## src/rtl/fifo_reader_pkg.sv

```systemverilog
// Shared types and helpers for the FIFO read-side consumer.
package fifo_reader_pkg;

  // Consumer FSM states, 2-bit encoding.
  typedef enum logic [1:0] {
    IDLE  = 2'd0,
    REQ   = 2'd1,
    WAIT  = 2'd2,
    CHECK = 2'd3
  } state_t;

  // Default accept window: printable ASCII.
  localparam logic [7:0] ASCII_LO = 8'h20;
  localparam logic [7:0] ASCII_HI = 8'h7E;

  // Inclusive unsigned range test; callers zero-extend to 32 bits.
  function automatic logic in_window(input logic [31:0] q,
                                     input logic [31:0] lo,
                                     input logic [31:0] hi);
    return (q >= lo) && (q <= hi);
  endfunction

endpackage

```

## src/rtl/fifo_reader_acc_cnt.sv

```systemverilog
// Accepted-byte counter. Plain binary by default; packed BCD (two digits per
// byte) when FIFO_READER_BCD_EN is defined. wrap pulses with the increment
// that rolls the counter from full scale back to zero.
module acc_cnt #(
  parameter int W = 8
) (
  input  logic         clk_sys,
  input  logic         rst_b,
  input  logic         inc,
  output logic [W-1:0] value,
  output logic         wrap
);

  logic [W-1:0] value_nx;
  logic         carry_out;

`ifdef FIFO_READER_BCD_EN
  localparam int ND = W / 4;

  // Ripple +1 through the BCD digits; carry out of the top digit is a roll-over.
  always_comb begin
    logic carry;
    value_nx = value;
    carry    = 1'b1;
    for (int d = 0; d < ND; d++) begin
      if (carry) begin
        if (value[d*4 +: 4] >= 4'd9) begin
          value_nx[d*4 +: 4] = 4'd0;
        end else begin
          value_nx[d*4 +: 4] = value[d*4 +: 4] + 4'd1;
          carry = 1'b0;
        end
      end
    end
    carry_out = carry;
  end
`else
  // Binary increment; roll-over happens only from all-ones.
  always_comb begin
    value_nx  = value + 1'b1;
    carry_out = &value;
  end
`endif

  assign wrap = inc & carry_out;

  // Count register, advanced only on an accepted byte.
  always_ff @(posedge clk_sys or negedge rst_b) begin
    if (!rst_b) begin
      value <= '0;
    end else if (inc) begin
      value <= value_nx;
    end
  end

endmodule

```

## src/rtl/fifo_reader.sv

```systemverilog
// Read side of the generator -> FIFO link. Pops one byte at a time from a
// normal (non-show-ahead) FIFO, keeps bytes inside [LO, HI] and counts them.
// Optional packed-BCD count selected by FIFO_READER_BCD_EN (see acc_cnt).
//
// state | meaning
// IDLE  | waiting for both enables and a non-empty FIFO
// REQ   | rdreq high for this single cycle
// WAIT  | extra read-latency cycles (only when RD_LAT > 1)
// CHECK | q valid: range-check, count and capture
module fifo_reader
  import fifo_reader_pkg::*;
#(
  parameter int             DW     = 8,
  parameter int             CNT_W  = 8,
  parameter logic [DW-1:0]  LO     = DW'(ASCII_LO),
  parameter logic [DW-1:0]  HI     = DW'(ASCII_HI),
  parameter int             RD_LAT = 1
) (
  input  logic             CLK,
  input  logic             RST,
  input  logic             ENraf,
  input  logic             Enwrk,
  input  logic             empty,
  input  logic [DW-1:0]    q,
  output logic             rdreq,
  output logic [CNT_W-1:0] bc,
  output logic [DW-1:0]    last,
  output logic             busy,
  output logic             ovf
);

  // WAIT lasts RD_LAT-1 cycles: load RD_LAT-2 and leave on terminal count 0.
  localparam logic [1:0] LAT_LOAD = (RD_LAT > 1) ? 2'(RD_LAT - 2) : 2'd0;

  state_t     state, state_nx;
  logic [1:0] lat_cnt;
  logic       accept;
  logic       wrap;

  // State register.
  always_ff @(posedge CLK or negedge RST) begin
    if (!RST) begin
      state <= IDLE;
    end else begin
      state <= state_nx;
    end
  end

  // Next-state decode; enables and empty only matter in IDLE so an
  // in-flight byte always completes.
  always_comb begin
    state_nx = state;
    case (state)
      IDLE:    if (ENraf && Enwrk && !empty) state_nx = REQ;
      REQ:     state_nx = (RD_LAT > 1) ? WAIT : CHECK;
      WAIT:    if (lat_cnt == 2'd0) state_nx = CHECK;
      CHECK:   state_nx = IDLE;
      default: state_nx = IDLE;
    endcase
  end

  // Read-latency down-counter, loaded while the request is out.
  always_ff @(posedge CLK or negedge RST) begin
    if (!RST) begin
      lat_cnt <= 2'd0;
    end else if (state == REQ) begin
      lat_cnt <= LAT_LOAD;
    end else if (state == WAIT && lat_cnt != 2'd0) begin
      lat_cnt <= lat_cnt - 2'd1;
    end
  end

  // Registered handshake outputs, decoded from the state being entered.
  always_ff @(posedge CLK or negedge RST) begin
    if (!RST) begin
      rdreq <= 1'b0;
      busy  <= 1'b0;
    end else begin
      rdreq <= (state_nx == REQ);
      busy  <= (state_nx != IDLE);
    end
  end

  assign accept = (state == CHECK) && in_window(32'(q), 32'(LO), 32'(HI));

  // Capture the last accepted byte and latch a counter roll-over.
  always_ff @(posedge CLK or negedge RST) begin
    if (!RST) begin
      last <= '0;
      ovf  <= 1'b0;
    end else begin
      if (accept) last <= q;
      if (wrap)   ovf  <= 1'b1;
    end
  end

  acc_cnt #(
    .W (CNT_W)
  ) u_acc_cnt (
    .clk_sys (CLK),
    .rst_b   (RST),
    .inc     (accept),
    .value   (bc),
    .wrap    (wrap)
  );

endmodule

```

## config.mk

```make
export PLATFORM = sky130hd
export DESIGN_NAME = fifo_reader
export DESIGN_NICKNAME = d
export VERILOG_FILES = /design/src/rtl/fifo_reader_pkg.sv /design/src/rtl/fifo_reader_acc_cnt.sv /design/src/rtl/fifo_reader.sv
export SDC_FILE = /design/constraint.sdc
export NUM_CORES = 1
export LEC_CHECK = 0
export ABC_AREA = 1
export ABC_CLOCK_PERIOD_IN_PS = 1800
export CORE_ASPECT_RATIO = 0.6
export CORE_MARGIN = 1.5
export CORE_UTILIZATION = 29
export DETAILED_ROUTE_END_ITERATION = 8
export PLACE_DENSITY = 0.54
export REMOVE_ABC_BUFFERS = 1
export SKIP_LAST_GASP = 1
export SYNTH_ARGS = -nofsm -noshare
export SYNTH_HDL_FRONTEND = slang
export SYNTH_SLANG_ARGS = --single-unit
```

## constraint.sdc

```tcl
create_clock -name CLK -period 1.8 [get_ports CLK]
set_input_delay 0.36 -clock CLK [delete_from_list [all_inputs] [get_ports CLK]]
set_output_delay 0.36 -clock CLK [all_outputs]
set_load 0.05 [all_outputs]
```

==> results_dict.tcl <==
set metrics [dict create \
    cp_max_fo 14 \
    drv_cap 0 \
    synth_cell_type_count 18 \
    hold_path.class "in -> async" \
    grt_pass1_vias 991 \
    grt-ovfl-total 0 \
    n_antenna_cell 0 \
    htree_levels 1 \
    yosysWarnings 0 \
    die_area_mm2 0.00445 \
    ctsHoldBuffers 0 \
    avgSynthCellArea_um2 8.21 \
    worstReg2RegStart "state[0]$_DFF_PN0_" \
    post_cts.repair.setup_buffers 0 \
    cts.clk_slew.worst_paths_ns 0.08 \
    total_power_mw 2.24 \
    ant_nets 0 \
    place_inst 221 \
    slew-limit-headroom_pct 70.1 \
    place_worst_setup_slack_ns 0.123 \
    ys_seq_area_share_pct 49.0 \
    grt_max_degree 24 \
    top_layer "met4" \
    cts_buffers 3 \
    pin_count 32 \
    critPathRequiredTime_ns 1.95 \
    start_util_pct 31.2 \
    antenna_found_initial 0 \
    wl_mm 2.44 \
    grt_usage_pct 12.5 \
    post_cts_resized 0 \
    num_vias 969 \
    cp-start-kind "primary input" \
    die_x_um 85.1 \
    drt_iter0_markers 38 \
    hold_violations 0 \
    gp_congestion 0.721 \
    finalWorstSetupSlack_ns 0.393 \
    portBuffers 31 \
    syn_area_mm2 0.00117 \
    nets 198 \
    core-area_mm2 0.00376 \
    finalNonFillerCells 225 \
    crit_start "q[6]" \
    power.density_mw_per_mm2 1460 \
    area_growth_pct 30.3 \
    drive_gt1_share_pct 20.2 \
    tightestPinTransition_ns 0.444 \
    crit_path_end_kind "flip-flop" \
    grt_pass1_wl_mm 4.33 \
    status "finished clean" \
    clock-sinks 23 \
    wl_met1_mm 1.24 \
    cts-root-buf "clkbuf_8" \
    clockBufferDepth 2 \
    peakVddDrop_mv 0.499 \
    tritoncts "done" \
    setup_viol 0 \
    ys_ff_latch 23 \
    dr_wl_met2_mm 1.11 \
    rows 17 \
    dp_hpwl_mm 1.98 \
    drtPass1Iterations 4 \
    arrival_ns 1.56 \
    setup_tns_ns 0 \
    fmax_mhz 711 \
    path_class "in -> reg" \
    fin_skew_ns 0.00367 \
    post-route-period-util_pct 78.2 \
    period_needed_ns 1.41 \
    syn_inst 143 \
    grt_setup_unrepaired "false" \
    placed_cell_area_mm2 0.00148 \
    die-height_um 52.3 \
    drc 0 \
    vias_per_cell 4.31 \
    clkLatencyLatePin_ns 0.26 \
    routedWlPerCell_um 10.9 \
    wl_met3_um 76 \
    p_leak_nw 0.762 \
    design_area_mm2 0.00153 \
    slew_viol_final 0 \
]
[sequential cells by signal, summed over array words and instances (netlist names)]
register / cells
state: 2
ovf: 1
busy: 1
last: 8
rdreq: 1
u_acc_cnt.value: 8
lat_cnt: 2
[metal layers]
metal	GRT usage, %	vias to the layer above
met5	0	-
met4	3.28	0
met3	2.99	2
met2	20.5	14
met1	16.7	445
li1	-	508
[synth_stat cells (all sizes together)]
cell type	n	area, µm²
nand4	1	6.26
nand2	64	263
nand3	5	25.0
inv	16	62.6
ha	6	75.1
o21ai	4	20.0
nor3	3	15.0
dfrtp	23	576
xnor2	3	26.3
a211oi	1	7.51
nor2	15	71.3
buf	2	26.3
[cell type report]
cell class                      count  area [µm²]
Clock buffer                        4        45.0
Fill cell                         384        2240
Sequential cell                    23         576
Multi-Input combinational cell    102         509
Timing Repair Buffer               33         278
Tap cell                           47        58.8
Inverter                           16        62.6
[power by group]
part | internal [mW] | total, mW | switching, mW
logic | 0.349 | 1.13 | 0.786
clock network | 0.158 | 0.313 | 0.155
registers | 0.670 | 0.791 | 0.121
[final timing paths]
kind	to	slack, ns	depth (start not counted)
hold / removal	ovf$_DFFE_PN0P_	0.44	2
min in group CLK	ovf$_DFFE_PN0P_	0.48	2
max in group asynchronous	state[0]$_DFF_PN0_	1.13	2
setup reg to reg	busy$_DFF_PN0_	0.44	5
setup / recovery	last[3]$_DFFE_PN0P_	0.39	8
hold reg to reg	ovf$_DFFE_PN0P_	0.48	2
[critical path, stage by stage]
cell and delay [ns]:
clkdlybuf4s50_1 0.52, nand2_1 0.09, nor2_2 0.11, nand2_2 0.09, nand2_4 0.15, inv_4 0.12
nand2_1 0.07, nand2_1 0.05
[placed cells by master, fill, tap and decap left out, types with 4 or more instances in the layout]
cell and count:
dfrtp_1 23, o21ai_0 4, nand3_1 5, buf_4 21, ha_1 6, nand2_2 6, nor2_1 11, nand2_1 57
clkdlybuf4s50_1 12, inv_1 15
[stage by stage]
step,util [%],hold WS [ns]
final,40.6,0.443
after detailed placement,39.4,0.457
after global placement,39.4,0.454
after floorplan,-,0.0644
after CTS,40.6,0.450
after global routing,40.6,0.482
[cells by family after synthesis]
kind of cell | share of synthesized area, %
xor+xnor | 2.24
simple gates | 32.4
flops | 49.0
compound gates | 2.35
fa+ha+maj | 6.40
buf+inv | 7.57
No activity file was read; power rests on OpenSTA's default activity.
